===== src/rtl/reg_bank_pkg.sv =====
// reg_bank_pkg: shared sizes, address/count/word types and reader FSM states for the register bank.
package reg_bank_pkg;
    localparam int DATA_W   = 32;
    localparam int ADDR_W   = 4;
    localparam int NUM_REGS = 2 ** ADDR_W;
    typedef logic [DATA_W-1:0] word_t;
    typedef logic [ADDR_W-1:0] addr_t;
    typedef logic [ADDR_W:0]   count_t;
    typedef enum logic [1:0] {IDLE, SEND, DONE} rd_state_t;
endpackage


===== src/rtl/reg_bank_word_mux.sv =====
// reg_bank_word_mux: combinational NUM_REGS:1 selection of one word from the flattened bank outputs.
module reg_bank_word_mux
    import reg_bank_pkg::*;
(
    input  logic [NUM_REGS*DATA_W-1:0] bank_data,
    input  logic [ADDR_W-1:0]          addr,
    output logic [DATA_W-1:0]          word
);
    assign word = bank_data[int'(addr)*DATA_W +: DATA_W];
endmodule


===== src/rtl/reg_bank_reader.sv =====
// reg_bank_reader: streams a wrapping window of bank registers over valid/ready with address and last tags.
// REG_BANK_READER_SNAPSHOT_EN: emit words from a copy of the whole bank taken at the accepted start.
module reg_bank_reader
    import reg_bank_pkg::*;
(
    input  logic                       clk,
    input  logic                       reset,
    input  logic [NUM_REGS*DATA_W-1:0] bank_data,
    input  logic                       rd_start,
    input  logic [ADDR_W-1:0]          rd_first,
    input  logic [ADDR_W:0]            rd_count,
    output logic                       out_valid,
    input  logic                       out_ready,
    output logic [DATA_W-1:0]          out_data,
    output logic [ADDR_W-1:0]          out_addr,
    output logic                       out_last,
    output logic                       busy,
    output logic                       done
);
    rd_state_t state_q, state_d;
    addr_t     addr_q, addr_d, sel_addr;
    count_t    rem_q, rem_d;
    word_t     data_q, data_d, word;
    logic      last_q, last_d, valid_q, valid_d, done_q, done_d, busy_q, busy_d;
    logic      start_ok, hs;
    logic [NUM_REGS*DATA_W-1:0] src;

    assign start_ok = state_q == IDLE && rd_start;
    assign hs       = state_q == SEND && valid_q && out_ready;
    assign sel_addr = state_q == IDLE ? rd_first : addr_q + addr_t'(1);

`ifdef REG_BANK_READER_SNAPSHOT_EN
    logic [NUM_REGS*DATA_W-1:0] snap_q, snap_d;
    // The first word is loaded on the same edge the snapshot is taken, so it comes straight from the bank.
    assign snap_d = start_ok ? bank_data : snap_q;
    assign src    = state_q == IDLE ? bank_data : snap_q;
    always_ff @(posedge clk) snap_q <= reset ? '0 : snap_d;
`else
    assign src = bank_data;
`endif

    reg_bank_word_mux u_mux (.bank_data(src), .addr(sel_addr), .word(word));

    always_comb begin
        state_d = state_q;
        addr_d  = addr_q;
        rem_d   = rem_q;
        data_d  = data_q;
        last_d  = last_q;
        valid_d = valid_q;
        if (start_ok && rd_count != '0) begin
            state_d = SEND;
            addr_d  = rd_first;
            rem_d   = rd_count;
            data_d  = word;
            last_d  = rd_count == count_t'(1);
            valid_d = 1'b1;
        end else if (start_ok) begin
            state_d = DONE;
        end else if (hs && last_q) begin
            state_d = DONE;
            valid_d = 1'b0;
            last_d  = 1'b0;
        end else if (hs) begin
            addr_d = sel_addr;
            data_d = word;
            rem_d  = rem_q - count_t'(1);
            last_d = rem_q == count_t'(2);
        end else if (state_q == DONE) begin
            state_d = IDLE;
        end
        done_d = state_d == DONE;
        busy_d = state_d != IDLE;
    end

    always_ff @(posedge clk) begin
        if (reset) begin
            state_q <= IDLE;
            addr_q  <= '0;
            rem_q   <= '0;
            data_q  <= '0;
            last_q  <= 1'b0;
            valid_q <= 1'b0;
            done_q  <= 1'b0;
            busy_q  <= 1'b0;
        end else begin
            state_q <= state_d;
            addr_q  <= addr_d;
            rem_q   <= rem_d;
            data_q  <= data_d;
            last_q  <= last_d;
            valid_q <= valid_d;
            done_q  <= done_d;
            busy_q  <= busy_d;
        end
    end

    assign out_valid = valid_q;
    assign out_data  = data_q;
    assign out_addr  = addr_q;
    assign out_last  = last_q;
    assign busy      = busy_q;
    assign done      = done_q;
endmodule


===== config.mk =====
export PLATFORM = sky130hd
export DESIGN_NAME = reg_bank_reader
export DESIGN_NICKNAME = d
export VERILOG_FILES = /design/src/rtl/reg_bank_pkg.sv /design/src/rtl/reg_bank_word_mux.sv /design/src/rtl/reg_bank_reader.sv
export SDC_FILE = /design/constraint.sdc
export NUM_CORES = 1
export LEC_CHECK = 0
export CAP_MARGIN = 20
export CORE_AREA = 10 10 214 216
export DETAILED_ROUTE_END_ITERATION = 10
export DIE_AREA = 0 0 224 226
export DONT_BUFFER_PORTS = 1
export PLACE_DENSITY = 0.34
export SLEW_MARGIN = 5
export SYNTH_ARGS = -nofsm -noshare
export SYNTH_HDL_FRONTEND = slang
export SYNTH_SLANG_ARGS = --single-unit

===== constraint.sdc =====
create_clock -name clk -period 6 [get_ports clk]
set_clock_uncertainty 0.2 [all_clocks]
set_input_delay 1.2 -clock clk [delete_from_list [all_inputs] [get_ports clk]]
set_output_delay 1.2 -clock clk [all_outputs]
set_load 0.01 [all_outputs]

==> results.toml, run 1 <==
[status]
status = "completed"

[die]
start_util_pct = 13.6
num_rows = 75
core_area_mm2 = 0.0416
die_area_mm2 = 0.0506
die_w_um = 224
dieHeight_um = 226
io_pins = 565

[detailed_routing]
firstDrtPassIters = 5
drt_iter0_drc = 427
drt_wl_total_um = 34000
wl_per_cell_um = 35.6
drc = 0
postRouteAntennaNets = 0
drt-vias-per-instance = 5.17
num_vias = 4928

[synth]
syn_area_per_cell_um2 = 12.6
synth_area_mm2 = 0.00565
synth.most_common_cell = "mux4_2"
synth_ff_type = "dfxtp_1"
async_flop_share_pct = 0
synth_nets = 975
yosys-top-cells-area = "mux4_2 (51%), dfxtp_1 (17%), a22oi_1 (8.9%)"
yosysUniqueCellTypes = 43
yosysWarnings = 0
synth_top_area_share_pct = 51.0
ys_seq_area_share_pct = 16.7
synth_edf_count = 0
syn_inst = 447
yosysTopAreaCell = "mux4_2"
synth_seq_cells = 47
netlist_top_cells_count = "mux4_2 (128), a22oi_1 (67), dfxtp_1 (47)"

[timing]
slew_headroom_pct = 36.6
finalHoldViolCount = 0
fmax_mhz = 248
fin_crit_ns = 4.04
slew_viol_final = 0
rsz0062_at_grt = "no"
tightestPinTransition_ns = 0.951
finalCritPeriodShare_pct = 67.3
finalWorstSetupSlack_ns = 1.96
tns_ns = 0
setup_viol = 0

[setup_path]
worstReg2RegStart = "state_q[0]"
end_kind = "flop"
critPathLaunch = "state_q[0]"
r2r_setup_slack_ns = 1.96
crit_arrival_ns = 4.01
r2r_cells = 6
crit_type = "reg2reg"
cp-start-kind = "flop"
r2r-end = "out_data[18]"
required_ns = 5.97
critPathMaxFanout = 81

[power_and_ir_drop]
power_leakage_nw = 1.77
irDropWorstVdd_mv = 0.171
powerDensity_mw_per_mm2 = 218

[clock_tree]
clock_sinks = 47
path_clk_slew_ns = 0.09
cts_tree = "built"
cts_resized = 0
cts_setup_buffers = 0
clk_path_buf_depth = 2
clock_latency_ns = 0.34
root_buffer = "clkbuf_16"
cts_made_buffers = 5
cts_hold_buffers = 0
h-tree-depth = 2

[min_path]
worstHoldEndpoint = "out_data[25]"
whs_path_depth = 2
hp-class = "reg2reg"
hp-start = "out_data[25]"

[grt]
overflow = 0
gr-usage-all-layers_pct = 12.5
grt_pass1_wl_um = 44800
grt_pass1_vias = 5175
antenna_found_initial = 21
grt_start_max_net_pins = 129

[final_layout]
multi_input_area_mm2 = 0.00442
fin_nets = 934
syn_to_final_growth_pct = 12.1
drive_gt1_share_pct = 38.6
regArea_um2 = 941
fin_cells = 954
fill_cells = 4583

[place]
port_buffers = 0
dp_slack_ns = 1.77
hpwl_um = 28300
dp_cells = 938
place_congestion = 0.836

[run]
cap_violations = 0
metrics by stage:
step / util (%) / power [mW] / instance area (µm²) / hold WS (ns)
5_1_grt: 15.2 / 1.46 / 6330 / 0.378
2_1_floorplan: - / 0.904 / 5650 / 0.318
3_5_place_dp: 14.8 / 1.01 / 6140 / 0.341
6_report: 15.2 / 1.38 / 6330 / 0.349
3_3_place_gp: 14.7 / 0.985 / 6110 / 0.333
4_1_cts: 15.2 / 1.41 / 6310 / 0.354
power breakdown:
part           internal, mW  leakage (nW)  switching [mW]
combinational         0.322          1.30           0.276
clock                 0.200        0.0805           0.179
sequential            0.347         0.389          0.0552
total                 0.869          1.77           0.510
final cells by class:
| cell class | instances | share of cell area, % |
|---|---|---|
| clock buffer | 5 | 1.98 |
| timing repair buffer | 8 | 1.46 |
| inverter | 3 | 0.178 |
| tap | 539 | 10.7 |
| antenna | 8 | 0.316 |
| multi-input combinational | 341 | 69.8 |
| sequential | 47 | 14.9 |
| clock inverter | 3 | 0.731 |
critical path, stage by stage, from the launching register on:
cell and delay [ns]:
dfxtp_1 0.74, nor2_8 0.11, mux2_8 0.84, buf_4 0.81, mux4_2 0.61, a22oi_1 0.22
a311oi_1 0.12
worst max path at each step:
stage | cells after the start | slack (ns) | to
detailed placement | 5 | 1.77 | out_data[15]
CTS | 6 | 1.99 | out_data[18]
finish | 6 | 1.96 | out_data[18]
floorplan | 7 | 2.94 | out_data[11]
global route | 6 | 1.56 | out_data[18]
global placement | 5 | 1.89 | out_data[15]
metal layers:
layer  GRT usage (%)  vias up  wire, µm
met4            3.66       18       588
li1                -     1903         -
met5               0        -       117
met3            8.78       50      5430
met1            12.2     2497     10800
met2            20.7      460     17000
state kept, by name, summed over array words and instances, names as in the netlist:
signal and flops:
busy 1, out_last 1, out_valid 1, rem_q 5, out_addr 4, state_q 2
done 1, out_data 32
layout by cell type, fill, tap and decap left out, types with 2 or more instances in the layout:
| master | count |
|---|---|
| mux4_2 | 128 |
| a22oi_1 | 67 |
| dfxtp_1 | 47 |
| nor2_1 | 44 |
| a311oi_1 | 31 |
| nand2_1 | 13 |
| diode_2 | 8 |
| a21oi_1 | 7 |
| buf_4 | 6 |
| a211oi_1 | 5 |
| clkbuf_16 | 5 |
| xnor2_1 | 4 |
| inv_1 | 3 |
| xor2_1 | 3 |
| nor3_1 | 3 |
| a221oi_1 | 3 |
| ha_1 | 3 |
| o21ai_4 | 2 |
| o21bai_1 | 2 |
| nor4_1 | 2 |
| a31oi_1 | 2 |
| nand3b_1 | 2 |
logic make-up after synthesis:
group	Yosys count	share of synthesized area, %
muxes	130	51.6
AOI/OAI and AO/OA	127	17.7
and+or+nand+nor	74	6.31
buffers and inverters	59	6.00
DFF	47	16.7
xor gates and xnor gates	7	1.09
adders and majority gates	3	0.665
Power figures use the tool's default switching activity.
==> inputs of run 2 (changes only) <==
Settings changed: CORE_AREA 10 10 214 216 to 10 10 211 213, DIE_AREA 0 0 224 226 to 0 0 221 223, PLACE_DENSITY 0.34 to 0.35.
Clock period 6 ns to 3.8 ns, I/O delays scaled along.
==> results.toml, run 2 (synthesis results as in run 1) <==
[timing]
finalHoldViolCount = 0
slew_headroom_pct = 37.0
tightestPinTransition_ns = 0.941
whs_ns = 0.290
rsz0062_at_grt = "no"
fmax_mhz = 321
setup_viol = 0
fin_crit_ns = 3.12
finalCritPeriodShare_pct = 82.1
slew_viol_final = 0
tns_ns = 0

[power_and_ir_drop]
p_comb_share_pct = 44.1
seqPwrFrac_pct = 29.5
power.switching_mw = 0.806
powerDensity_mw_per_mm2 = 344
intPower_mw = 1.38
p_sw_share_pct = 36.8
irDropWorstVdd_mv = 0.207
power_leakage_nw = 1.80
power.share.clock_pct = 26.3

[status]
status = "completed"

[setup_path]
cp-start-kind = "flop"
r2r_setup_slack_ns = 0.68
r2r_cells = 6
crit_family = "multiplexers"
r2r-end = "out_data[23]"
critical_path_depth = 6
end_kind = "flop"
cp_slowest_cell = "dfxtp_1"
crit_type = "reg2reg"
crit_arrival_ns = 3.10
crit_buf_inv = 1
critPathMaxFanout = 64
slowest_delay_ns = 0.71
required_ns = 3.78
path_cells = "nor2_8, mux2_8, buf_12, mux4_2, a22oi_1, a311oi_1"
worstReg2RegStart = "state_q[0]"

[final_layout]
final_common_cell = "mux4_2"
drive_gt1_share_pct = 38.9
most-common-layout-cells = "mux4_2 (128), a22oi_1 (67), dfxtp_1 (47)"
final_area_mm2 = 0.00637
syn_to_final_growth_pct = 12.7
fin_cells = 948
fin_nets = 936
largest_register_ffs = 32
fill_cells = 4502

[grt]
antenna_found_initial = 24
gr-usage-all-layers_pct = 13.2
overflow = 0
grt_start_max_net_pins = 129
busiest_layer = "met2"
grt_use_met3_pct = 8.59
grt_pass1_vias = 5096
grt.met2_usage_pct = 22.7
grt_pass1_wl_um = 46300
gr-usage-met1_pct = 13.1

[clock_tree]
root_buffer = "clkbuf_16"
cts_tree = "built"
clk_path_buf_depth = 2
path_clk_slew_ns = 0.08
h-tree-depth = 2
cts_hold_buffers = 0
clock_sinks = 47
cts_setup_buffers = 0
cts_made_buffers = 5
cts_resized = 0
clock_latency_ns = 0.33

[die]
dieHeight_um = 223
io_pins = 565
core_area_mm2 = 0.0404
die_w_um = 221
num_rows = 74
start_util_pct = 14.0
die_area_mm2 = 0.0493

[place]
port_buffers = 0
placed_area_mm2 = 0.00618
dp_cells = 933
hpwl_um = 29600
place_congestion = 0.826

[detailed_routing]
drt-vias-per-instance = 5.19
postRouteAntennaNets = 0
wl_per_cell_um = 36.9
drc = 0
num_vias = 4923
drt_wl_total_um = 35000
firstDrtPassIters = 5
drt_iter0_drc = 492

[run]
cap_violations = 0

[min_path]
hp-class = "in2reg"
worstHoldEndpoint = "state_q[0]"
whs_path_depth = 1
hp-start = "reset"
## run 2: changes by cell type in the layout (fill, tap and decap cells not counted), sizes merged
cell | before | now
clkinvlp | 1 | 0
diode | 8 | 7
buf | 8 | 10
clkinv | 0 | 1
## run 2: power by group through the flow
stage                     clock [mW]  combinational, mW  sequential, mW
after floorplan                    0              0.814           0.613
after global placement             0              0.949           0.659
after detailed placement           0              0.973           0.662
after CTS                      0.628              0.975           0.650
after global routing           0.628               1.04           0.654
final                          0.576              0.966           0.647
## run 2: final cells by class
| cell class | instances | area (µm²) | area share (%) |
|---|---|---|---|
| Antenna cell | 7 | 17.5 | 0.275 |
| Sequential cell | 47 | 941 | 14.8 |
| Multi-Input combinational cell | 341 | 4420 | 69.4 |
| Tap cell | 532 | 666 | 10.5 |
| Clock buffer | 5 | 125 | 1.97 |
| Inverter | 3 | 11.3 | 0.177 |
| Timing Repair Buffer | 10 | 138 | 2.16 |
| Clock inverter | 3 | 47.5 | 0.747 |
## run 2: worst max-delay path by stage
stage,start,endpoint
2_1_floorplan,rd_count[1],out_data[11]
4_1_cts,state_q[0],out_data[25]
3_5_place_dp,state_q[0],out_data[25]
5_1_grt,state_q[0],out_data[25]
6_report,state_q[0],out_data[23]
3_3_place_gp,state_q[0],out_data[25]
## run 2: per-layer routing
metal	vias to the layer above	part of all wire [%]
li1	1903	-
met1	2438	32
met2	492	51
met3	62	15
met4	28	1.6
met5	-	0.52
## run 2: metrics by stage
stage	util, %	power [mW]	setup slack [ns]
6_report	15.8	2.19	0.680
5_1_grt	15.8	2.32	0.415
4_1_cts	15.7	2.25	0.591
3_5_place_dp	15.3	1.64	0.606
3_3_place_gp	15.3	1.61	0.680
2_1_floorplan	-	1.43	1.18
==> inputs of run 3 (changes only) <==
Settings changed: CORE_AREA 10 10 211 213 to 10 10 209 211, DIE_AREA 0 0 221 223 to 0 0 219 221, PLACE_DENSITY 0.35 to 0.36.
Clock period 3.8 ns to 2.57 ns, I/O delays scaled along.
==> results.toml, run 3 (synthesis results as in run 1) <==
[status]
status = "completed"

[detailed_routing]
postRouteAntennaNets = 0
drt_iter0_drc = 440
drt_wl_total_um = 36600
firstDrtPassIters = 5
num_vias = 5122
wl_per_cell_um = 37.5
drt-vias-per-instance = 5.24
drc = 0

[timing]
slew_headroom_pct = 66.7
whs_ns = 0.0360
fin_crit_ns = 2.50
fmax_mhz = 400
tightestPinTransition_ns = 0.499
finalHoldViolCount = 0
setup_viol = 0
slew_viol_final = 0
finalCritPeriodShare_pct = 97.2

[die]
core_area_mm2 = 0.0395
die_w_um = 219
io_pins = 565
die_area_mm2 = 0.0484
num_rows = 73
dieHeight_um = 221
start_util_pct = 14.3

[setup_path]
cp_slowest_cell = "mux4_2"
crit_type = "reg2reg"
crit_arrival_ns = 2.50
critPathMaxFanout = 12
cp-start-kind = "flop"
crit_family = "compound AO/OA/AOI/OAI gates"
crit_buf_inv = 3
path_cells = "buf_4, or2_4, a21oi_4, buf_12, buf_8, mux4_2, a22oi_2, a311oi_1"
slowest_delay_ns = 0.39
required_ns = 2.57
end_kind = "flop"

[min_path]
hp-class = "in2reg"

[clock_tree]
clock_latency_ns = 0.34
clk_path_buf_depth = 2
path_clk_slew_ns = 0.09
cts_made_buffers = 5
clock_sinks = 47
cts_tree = "built"
h-tree-depth = 2
root_buffer = "clkbuf_16"

[grt]
overflow = 0
antenna_found_initial = 6
grt_start_max_net_pins = 69
grt_pass1_wl_um = 49700
grt_pass1_vias = 5563
gr-usage-all-layers_pct = 14.4

[power_and_ir_drop]
total_power_mw = 3.52
power.share.clock_pct = 24.9
seqPwrFrac_pct = 26.5
power_leakage_nw = 2.09
powerDensity_mw_per_mm2 = 506
p_sw_share_pct = 37.2
irDropWorstVdd_mv = 0.200
intPower_mw = 2.21
p_comb_share_pct = 48.6
power.switching_mw = 1.31

[place]
port_buffers = 0
hpwl_um = 29400
place_congestion = 0.902
placed_area_mm2 = 0.00639
dp_cells = 948

[final_layout]
final_common_cell = "mux4_2"
drive_gt1_share_pct = 47.4
largest_register_ffs = 32
regArea_um2 = 943
final_area_mm2 = 0.00696
most-common-layout-cells = "mux4_2 (128), a22oi_1 (59), dfxtp_1 (45)"
fill_cells = 4350
fin_nets = 976
multi_input_area_mm2 = 0.00453
fin_cells = 977
syn_to_final_growth_pct = 23.3

[run]
cap_violations = 0
-- run 3: cell count changes in the layout (fill, tap and decap cells not counted), moves of 2 or more --
cell	delta
a22oi_1	-8
buf_6	+2
diode_2	-4
dfxtp_1	-2
a22oi_2	+8
buf_12	+5
dfxtp_2	+2
buf_16	+6
buf_4	+23
-- run 3: per-layer routing --
metal | routed length (µm) | global-route usage (%) | share of wire [%]
met5 | 27 | 0 | 0.074
met4 | 570 | 2.73 | 1.6
met3 | 4300 | 6.28 | 12
met2 | 18300 | 24.5 | 50
met1 | 13500 | 16.5 | 37
-- run 3: cell type report --
type,count,area share (%)
diodes,3,0.108
clock buffers,5,1.80
clock inverters,3,0.683
inverters,3,0.162
multi-input cells,343,65.0
flip-flops and latches,47,13.5
well taps,525,9.43
repair buffers,48,9.27
-- run 3: through the flow --
stage / util [%] / setup TNS, ns / setup slack [ns]
after CTS: 17.4 / 0 / 0.00315
after detailed placement: 16.2 / -3.05 / -0.183
after global placement: 16.2 / -0.657 / -0.152
final: 17.6 / 0 / 0.0712
after global routing: 17.6 / -0.0174 / -0.0174
after floorplan: - / 0 / 0.192
-- run 3: final timing paths --
kind                      from  slack [ns]  depth (start not counted)            to
hold reg to reg   out_data[22]        0.36                          2  out_data[22]
setup / recovery    state_q[1]        0.07                          8  out_data[28]
hold / removal           reset        0.04                          1     out_valid
setup reg to reg    state_q[1]        0.07                          8  out_data[28]
-- run 3: power groups by stage --
stage	combinational [mW]	sequential [mW]	clock, mW
4_1_cts	1.69	0.936	0.927
2_1_floorplan	1.20	0.906	0
5_1_grt	1.84	0.944	0.947
6_report	1.71	0.933	0.876
3_5_place_dp	1.52	0.950	0
3_3_place_gp	1.49	0.950	0
-- run 3: timing repair --
action	CTS	global route
buffers inserted	9	4
gates cloned	5	0
endpoints found under the setup margin	31	31
hold buffers	0	0
pin swaps	5	1
resized for setup	16	11
